$ cat config.mk
export PLATFORM = sky130hd
export DESIGN_NAME = xadc_drp_scheduler
export DESIGN_NICKNAME = d
export VERILOG_FILES = /design/src/rtl/xadc_drp_scheduler.sv
export SDC_FILE = /design/constraint.sdc
export NUM_CORES = 1
export LEC_CHECK = 0
export CORE_MARGIN = 1
export CORE_UTILIZATION = 35
export DETAILED_ROUTE_END_ITERATION = 16
export GPL_TIMING_DRIVEN = 0
export PLACE_DENSITY = 0.62
export SKIP_LAST_GASP = 1
export SLEW_MARGIN = 20
export SYNTH_ARGS = -nofsm -noshare
export SYNTH_HDL_FRONTEND = slang
export SYNTH_SLANG_ARGS = --single-unit
$ cat constraint.sdc
create_clock -name aclk -period 2.2 [get_ports aclk]
set_input_delay 0.44 -clock aclk [delete_from_list [all_inputs] [get_ports aclk]]
set_output_delay 0.44 -clock aclk [all_outputs]
set_load 0.01 [all_outputs]
$ cat src/rtl/xadc_drp_scheduler.sv
// xadc_drp_scheduler: periodic XADC status-channel scanner sharing the DRP port with a host.
// Host wins at transaction boundaries; every transaction returns through IDLE so both alternate.
module xadc_drp_scheduler #(
    parameter int NCH     = 8,
    parameter int PERIOD  = 1000,
    parameter int TIMEOUT = 255
) (
    input  logic              aclk,
    input  logic              aresetn,
    input  logic              scan_en,
    input  logic [NCH-1:0]    ch_mask,
    input  logic              host_req,
    input  logic              host_we,
    input  logic [6:0]        host_addr,
    input  logic [15:0]       host_di,
    output logic              host_ack,
    output logic [15:0]       host_do,
    output logic              host_err,
    output logic              drp_den,
    output logic              drp_dwe,
    output logic [6:0]        drp_daddr,
    output logic [15:0]       drp_di,
    input  logic [15:0]       drp_do,
    input  logic              drp_drdy,
    output logic [NCH*12-1:0] res_data,
    output logic              res_valid,
    output logic [4:0]        res_ch,
    output logic              scan_done,
    output logic              overrun,
    output logic [7:0]        timeout_cnt
);
    localparam int CW = $clog2(PERIOD);
    localparam int TW = $clog2(TIMEOUT);

    typedef enum logic [1:0] {IDLE, ISSUE, WAIT, DONE} state_t;

    state_t            state_q, state_d;
    logic [CW-1:0]     cnt_q, cnt_d;
    logic [TW-1:0]     timer_q, timer_d;
    logic [4:0]        ptr_q, ptr_d, rch_q, rch_d, lo, nx;
    logic [6:0]        addr_q, addr_d;
    logic [15:0]       di_q, di_d, hdo_q, hdo_d;
    logic [NCH*12-1:0] res_q, res_d;
    logic [7:0]        tcnt_q, tcnt_d;
    logic              pend_q, pend_d, active_q, active_d, host_q, host_d, we_q, we_d;
    logic              err_q, err_d, ovr_q, ovr_d, zdone_q, zdone_d;
    logic              lo_ok, nx_ok, tick;

    // Descending scan so the lowest qualifying bit is the one left standing.
    always_comb begin
        lo = '0;
        lo_ok = 1'b0;
        nx = '0;
        nx_ok = 1'b0;
        for (int i = NCH - 1; i >= 0; i--) begin
            if (ch_mask[i]) begin
                lo = 5'(i);
                lo_ok = 1'b1;
            end
            if (ch_mask[i] && 5'(i) > ptr_q) begin
                nx = 5'(i);
                nx_ok = 1'b1;
            end
        end
    end

    assign tick = scan_en && cnt_q == CW'(PERIOD - 1);

    always_comb begin
        state_d  = state_q;
        cnt_d    = scan_en ? (tick ? '0 : cnt_q + 1'b1) : '0;
        timer_d  = timer_q;
        ptr_d    = ptr_q;
        rch_d    = rch_q;
        addr_d   = addr_q;
        di_d     = di_q;
        hdo_d    = hdo_q;
        res_d    = res_q;
        tcnt_d   = tcnt_q;
        pend_d   = pend_q;
        active_d = active_q;
        host_d   = host_q;
        we_d     = we_q;
        err_d    = err_q;
        ovr_d    = ovr_q;
        zdone_d  = 1'b0;
        if (pend_q && state_q == IDLE) begin
            pend_d   = 1'b0;
            ptr_d    = lo;
            active_d = lo_ok;
            zdone_d  = !lo_ok;
        end
        if (tick) begin
            if (active_q || pend_q) ovr_d = 1'b1;
            else pend_d = 1'b1;
        end
        case (state_q)
            IDLE: begin
                if (host_req) begin
                    state_d = ISSUE;
                    host_d  = 1'b1;
                    we_d    = host_we;
                    addr_d  = host_addr;
                    di_d    = host_di;
                end else if (active_q) begin
                    state_d = ISSUE;
                    host_d  = 1'b0;
                    we_d    = 1'b0;
                    addr_d  = {2'b00, ptr_q};
                    di_d    = '0;
                end
            end
            ISSUE: begin
                state_d = WAIT;
                timer_d = '0;
            end
            WAIT: begin
                timer_d = timer_q + 1'b1;
                if (drp_drdy) begin
                    state_d = DONE;
                    err_d   = 1'b0;
                    if (host_q && !we_q) hdo_d = drp_do;
                    if (!host_q) rch_d = ptr_q;
                    for (int i = 0; i < NCH; i++)
                        if (!host_q && 5'(i) == ptr_q) res_d[12*i+:12] = drp_do[15:4];
                end else if (timer_q == TW'(TIMEOUT - 1)) begin
                    state_d = DONE;
                    err_d   = 1'b1;
                    tcnt_d  = tcnt_q == 8'hFF ? tcnt_q : tcnt_q + 1'b1;
                end
            end
            default: begin
                state_d = IDLE;
                if (!host_q) begin
                    ptr_d    = nx_ok ? nx : ptr_q;
                    active_d = nx_ok;
                end
            end
        endcase
    end

    always_ff @(posedge aclk or negedge aresetn) begin
        if (!aresetn) begin
            state_q  <= IDLE;
            cnt_q    <= '0;
            timer_q  <= '0;
            ptr_q    <= '0;
            rch_q    <= '0;
            addr_q   <= '0;
            di_q     <= '0;
            hdo_q    <= '0;
            res_q    <= '0;
            tcnt_q   <= '0;
            pend_q   <= 1'b0;
            active_q <= 1'b0;
            host_q   <= 1'b0;
            we_q     <= 1'b0;
            err_q    <= 1'b0;
            ovr_q    <= 1'b0;
            zdone_q  <= 1'b0;
        end else begin
            state_q  <= state_d;
            cnt_q    <= cnt_d;
            timer_q  <= timer_d;
            ptr_q    <= ptr_d;
            rch_q    <= rch_d;
            addr_q   <= addr_d;
            di_q     <= di_d;
            hdo_q    <= hdo_d;
            res_q    <= res_d;
            tcnt_q   <= tcnt_d;
            pend_q   <= pend_d;
            active_q <= active_d;
            host_q   <= host_d;
            we_q     <= we_d;
            err_q    <= err_d;
            ovr_q    <= ovr_d;
            zdone_q  <= zdone_d;
        end
    end

    assign drp_den     = state_q == ISSUE;
    assign drp_dwe     = drp_den && host_q && we_q;
    assign drp_daddr   = addr_q;
    assign drp_di      = di_q;
    assign host_ack    = state_q == DONE && host_q;
    assign host_err    = host_ack && err_q;
    assign host_do     = hdo_q;
    assign res_valid   = state_q == DONE && !host_q && !err_q;
    assign res_ch      = rch_q;
    assign res_data    = res_q;
    assign scan_done   = zdone_q || (state_q == DONE && !host_q && !nx_ok);
    assign overrun     = ovr_q;
    assign timeout_cnt = tcnt_q;
endmodule

==> results_dict.tcl, run 1 <==
set metrics [dict create \
    synthArstFlopShare 1.00 \
    synth_nets 655 \
    dp.cells 1077 \
    p_leak_nw 5.12 \
    vias_per_cell 4.87 \
    dieWidth_um 149 \
    power.density_mw_per_mm2 1330 \
    cts_tree "yes" \
    dieHeight_um 149 \
    fmax_ghz 0.432 \
    worst_pin_slew_ns 0.653 \
    rows 53 \
    arrival_ns 2.60 \
    setup_violations 8 \
    htree_levels 4 \
    syn-cell-area_mm2 0.00753 \
    instances_no_fill 1149 \
    synth_seq_cells 180 \
    dr.pass1.iters 4 \
    fin_worst_skew_ns 0.0147 \
    ys_types 52 \
    antenna_cells_inserted 0 \
    final.period_utilization 1.05 \
    start_util 0.357 \
    first_iter_violations 222 \
    critical_path_required_ns 2.49 \
    drc 0 \
    first_global_vias 5592 \
    holdCritPathClass "reg -> reg" \
    dp_hpwl_um 14300 \
    synthCells 594 \
    clk_pin_slew_ns 0.07 \
    antenna_left 0 \
    most-common-layout-cells "clkdlybuf4s50_1 (197), dfrtp_1 (175), mux2_2 (88)" \
    multi_input_area_mm2 0.00309 \
    wirelength_um 21100 \
    io_buffers 206 \
    cts_max_path_buffers 2 \
    drive_above_1_share 0.279 \
    clock-sinks 180 \
    avgSynthCellArea_um2 12.7 \
    final-seq-area_mm2 0.00451 \
    grt_max_degree 74 \
    fin_tns_setup_ns -0.325 \
    yosys_warnings 0 \
    antenna_found_initial 0 \
    status "finished with violations" \
    grt_use_total 0.193 \
    worstSetupPathType "reg -> reg" \
    final_common_cell "clkdlybuf4s50_1" \
    yosys-top-cells-area "dfrtp_1 (60%), mux2_2 (18%), nand2_1 (3.2%), nand3_1 (2.3%), o21ai_0 (1.4%)" \
    cts_root_buffer "clkbuf_16" \
    ir_worst_vdd_mv 0.626 \
    gp_congestion 0.830 \
    grt_pass1_wl_um 32000 \
    finalPower_mw 14.9 \
    timing.final.ws_setup_ns -0.116 \
    clk_latency_ns 0.43 \
    synth_ff_type "dfrtp_1" \
    cap_violations 0 \
    yosysTopAreaCell "dfrtp_1" \
    failed_checks "negative setup slack" \
    period_needed_ns 2.32 \
    synth_edf_count 0 \
    pre_cts_ws_ns -0.849 \
    hold_violations 0 \
    cp-start-kind "register" \
    cts_made_buffers 17 \
    syn_to_final_growth_pct 49.0 \
    io_pins 208 \
    die-area_mm2 0.0221 \
    critPathMaxFanout 4 \
    overflow 0 \
    grt_setup_unrepaired "true" \
    routedWlPerCell_um 18.4 \
    fin_nets 922 \
    whs_ns 0.456 \
    synth_top_area_share 0.598 \
    cp-end-kind "register" \
    slew_headroom 0.565 \
    n_fill_cell 1857 \
    yosysSeqAreaShare 0.598 \
    drv_slew 0 \
    num_vias 5596 \
    core_region_area_mm2 0.0211 \
]
==> through the flow <==
stage               cell area, um2  utilization
finish                       11200        0.532
detailed placement           10000        0.474
floorplan                     7530            -
global placement              9940        0.471
global route                 11200        0.532
CTS                          10900        0.517
==> logic make-up (layout without fill, tap and decap cells) <==
family          Yosys count  in the layout  share of synthesized area
compound gates           56             56                     0.0465
xor+xnor                 12             12                     0.0140
fa+ha+maj                 8              8                     0.0133
buf+inv                  39            319                     0.0234
flops                   180            180                      0.598
mux                     125            125                      0.186
simple gates            174            174                      0.119
==> layer usage <==
layer  vias up  share of wire  global-route usage  routed length [um]
met5         -              0                   0                   0
met4         0          0.034              0.0840                 709
met3        40          0.036              0.0390                 760
met2       128           0.48               0.310               10200
met1      2803           0.45               0.251                9410
li1       2625              -                   -                   -
==> final cells by class <==
class / count / share of cell area
clock inverter: 15 / 0.0171
tap: 275 / 0.0307
buffer: 24 / 0.0132
clock buffer: 17 / 0.0379
timing repair buffer: 248 / 0.218
sequential: 180 / 0.402
multi-input combinational: 375 / 0.276
inverter: 15 / 0.00502
==> worst max-delay path: stages (launching register included) <==
cell and delay (ns):
dfrtp_1 0.44, buf_6 0.14, nand2_4 0.05, o221ai_2 0.19
o21ai_2 0.10, buf_4 0.14, buf_4 0.12, buf_4 0.12
buf_4 0.13, buf_4 0.13, buf_4 0.12, buf_4 0.12
buf_4 0.12, buf_4 0.13, nand2b_4 0.06, o311ai_2 0.10
==> synthesized netlist by cell type (4+ instances only) <==
cell,n
a21oi_1,11
and2_1,4
and3_1,6
buf_2,9
clkbuf_1,11
dfrtp_1,180
ha_1,8
inv_1,15
mux2_2,118
mux2i_1,7
nand2_1,64
nand2b_1,6
nand3_1,35
nand4_1,9
nor2_1,20
nor2b_1,8
nor3_1,4
o21ai_0,21
or3_1,4
xnor2_1,9
==> flip-flops by register name (all words and copies together) (netlist names) <==
register     cells
we_q             1
pend_q           1
host_do         16
ptr_q            5
cnt_q           10
state_q          2
err_q            1
drp_di          16
res_data        96
host_q           1
timer_q          8
timeout_cnt      8
res_ch           5
overrun          1
active_q         1
drp_daddr        7
zdone_q          1
==> power by group <==
group	switching, mW	internal, mW	total (mW)
sequential	0.724	4.57	5.29
clock	1.47	1.64	3.11
combinational	2.73	3.73	6.47
total	4.93	9.94	14.9
==> timing repair <==
item | CTS | global route
cloned | 1 | 2
setup buffers | 26 | 12
gates resized for setup | 41 | 62
pin swaps | 7 | 6
hold endpoints to repair | 45 | 0
hold buffers | 1 | 0
setup endpoints to repair | 90 | 86
==> worst paths after layout <==
| kind | depth (start not counted) | to | slack (ns) | startpoint |
|---|---|---|---|---|
| min | 1 | cnt_q[0]$_DFF_PN0_ | 0.46 | cnt_q[0]$_DFF_PN0_ |
| min reg2reg | 1 | cnt_q[0]$_DFF_PN0_ | 0.46 | cnt_q[0]$_DFF_PN0_ |
| max in group asynchronous | 3 | res_data[21]$_DFFE_PN0P_ | 0.99 | aresetn |
| min in group asynchronous | 2 | drp_di[6]$_DFFE_PN0P_ | 0.50 | aresetn |
| max | 15 | ptr_q[2]$_DFFE_PN0P_ | -0.12 | ptr_q[1]$_DFFE_PN0P_ |
| max reg2reg | 15 | ptr_q[2]$_DFFE_PN0P_ | -0.12 | ptr_q[1]$_DFFE_PN0P_ |
(Power assumes the default switching activity.)
==> run 2: changes to the inputs <==
- SLEW_MARGIN: 20 -> 0
==> results_dict.tcl, run 2 (same netlist as run 1, synthesis figures left out) <==
set metrics [dict create \
    fin_worst_skew_ns 0.0130 \
    clk_latency_ns 0.43 \
    failed_checks "negative setup slack" \
    dp_hpwl_um 14200 \
    drv_slew 0 \
    dp.cells 1076 \
    fin_tns_setup_ns -0.0729 \
    worstSetupPathType "reg -> out" \
    io_pins 208 \
    wirelength_um 20200 \
    fmax_ghz 0.448 \
    grt_use_total 0.189 \
    grt_pass1_wl_um 31500 \
    dieHeight_um 149 \
    slew_headroom 0.534 \
    final_util 0.517 \
    cts_made_buffers 17 \
    ff2ff_path_depth 8 \
    htree_levels 4 \
    cap_violations 0 \
    arrival_ns 1.79 \
    hold_violations 0 \
    io_buffers 206 \
    antenna_cells_inserted 0 \
    cts_tree "yes" \
    first_iter_violations 190 \
    clk_pin_slew_ns 0.07 \
    final.period_utilization 1.01 \
    dr.pass1.iters 4 \
    antenna_found_initial 0 \
    rrSetupSlack_ns -0.01 \
    antenna_left 0 \
    syn_to_final_growth_pct 44.6 \
    gp_congestion 0.830 \
    vias_per_cell 4.85 \
    critPathMaxFanout 6 \
    dieWidth_um 149 \
    fin_nets 899 \
    place_area_mm2 0.00997 \
    rows 53 \
    final_common_cell "clkdlybuf4s50_1" \
    period_needed_ns 2.23 \
    drc 0 \
    cts_root_buffer "clkbuf_16" \
    p_leak_nw 4.94 \
    drive_above_1_share 0.251 \
    cp-start-kind "register" \
    worst_pin_slew_ns 0.699 \
    critical_path_required_ns 1.76 \
    holdCritPathClass "reg -> reg" \
    grt_max_degree 116 \
    cts_max_path_buffers 2 \
    start_util 0.357 \
    hold_depth 1 \
    clock-sinks 180 \
    num_vias 5462 \
    grt_setup_unrepaired "true" \
    timing.final.ws_setup_ns -0.0299 \
    power.density_mw_per_mm2 1330 \
    most-common-layout-cells "clkdlybuf4s50_1 (197), dfrtp_1 (175), mux2_2 (108)" \
    fin_area_mm2 0.0109 \
    die-area_mm2 0.0221 \
    ir_worst_vdd_mv 0.575 \
    status "finished with violations" \
    instances_no_fill 1126 \
    largest_register_ffs 96 \
    routedWlPerCell_um 18.0 \
    first_global_vias 5452 \
    cp-end-kind "output pin" \
    setup_violations 6 \
    core_region_area_mm2 0.0211 \
    overflow 0 \
]
[run 2: cell types whose count changed in the layout (fill, tap and decap cells not counted), sizes merged]
cell	previous run	this run
buf	56	32
clkbuf	28	29
[run 2: critical path, cell delays in order (launching register included)]
cell	delay (ns)
dfrtp_1	0.38
buf_6	0.15
nor3_4	0.23
nand3_2	0.12
nand3_2	0.09
nor2_2	0.05
or2_4	0.24
buf_6	0.12
[run 2: report_power, final]
group          internal (mW)  switching, mW
combinational           3.48           2.63
sequential              4.57          0.696
clock                   1.64           1.47
[run 2: repair_timing]
item                                    in CTS  in global routing
setup buffers                               11                  5
endpoints found under the setup margin      86                 74
cloned                                       1                  0
pin swaps                                    6                  6
hold endpoints to repair                    65                  0
hold buffers                                 1                  0
gates resized for setup                     34                 32
[run 2: worst paths after layout]
kind                                        start                       end
min in group asynchronous                 aresetn     drp_di[6]$_DFFE_PN0P_
setup / recovery             ptr_q[2]$_DFFE_PN0P_                 scan_done
hold / removal                 cnt_q[0]$_DFF_PN0_        cnt_q[0]$_DFF_PN0_
setup reg to reg           state_q[0]$_DFFE_PN0P_  res_data[15]$_DFFE_PN0P_
max in group asynchronous                 aresetn  res_data[88]$_DFFE_PN0P_
hold reg to reg                cnt_q[0]$_DFF_PN0_        cnt_q[0]$_DFF_PN0_
[run 2: through the flow]
stage | total power [mW] | hold WS (ns) | worst slack (ns)
3_3_place_gp | 11.0 | 0.443 | -7.15
3_5_place_dp | 11.1 | 0.430 | -0.843
5_1_grt | 15.3 | 0.491 | -0.133
2_1_floorplan | 7.79 | 0.144 | 0.152
6_report | 14.5 | 0.458 | -0.0299
4_1_cts | 14.5 | 0.462 | -0.152
[run 2: area by class of cell]
type	instances	area [um2]
clock buffers	17	425
inverters	15	56.3
flip-flops and latches	180	4510
well taps	275	344
fillers	1894	10200
clock inverters	15	189
repair buffers	225	2240
multi-input cells	375	2980
plain buffers	24	148
[run 2: per-layer routing]
metal | vias to the layer above | GRT usage | wire length [um] | part of all wire
met5 | - | 0 | 0 | 0
met4 | 0 | 0.0670 | 456 | 0.023
met3 | 25 | 0.0426 | 839 | 0.041
met2 | 115 | 0.302 | 9810 | 0.48
met1 | 2747 | 0.251 | 9130 | 0.45
li1 | 2575 | - | - | -
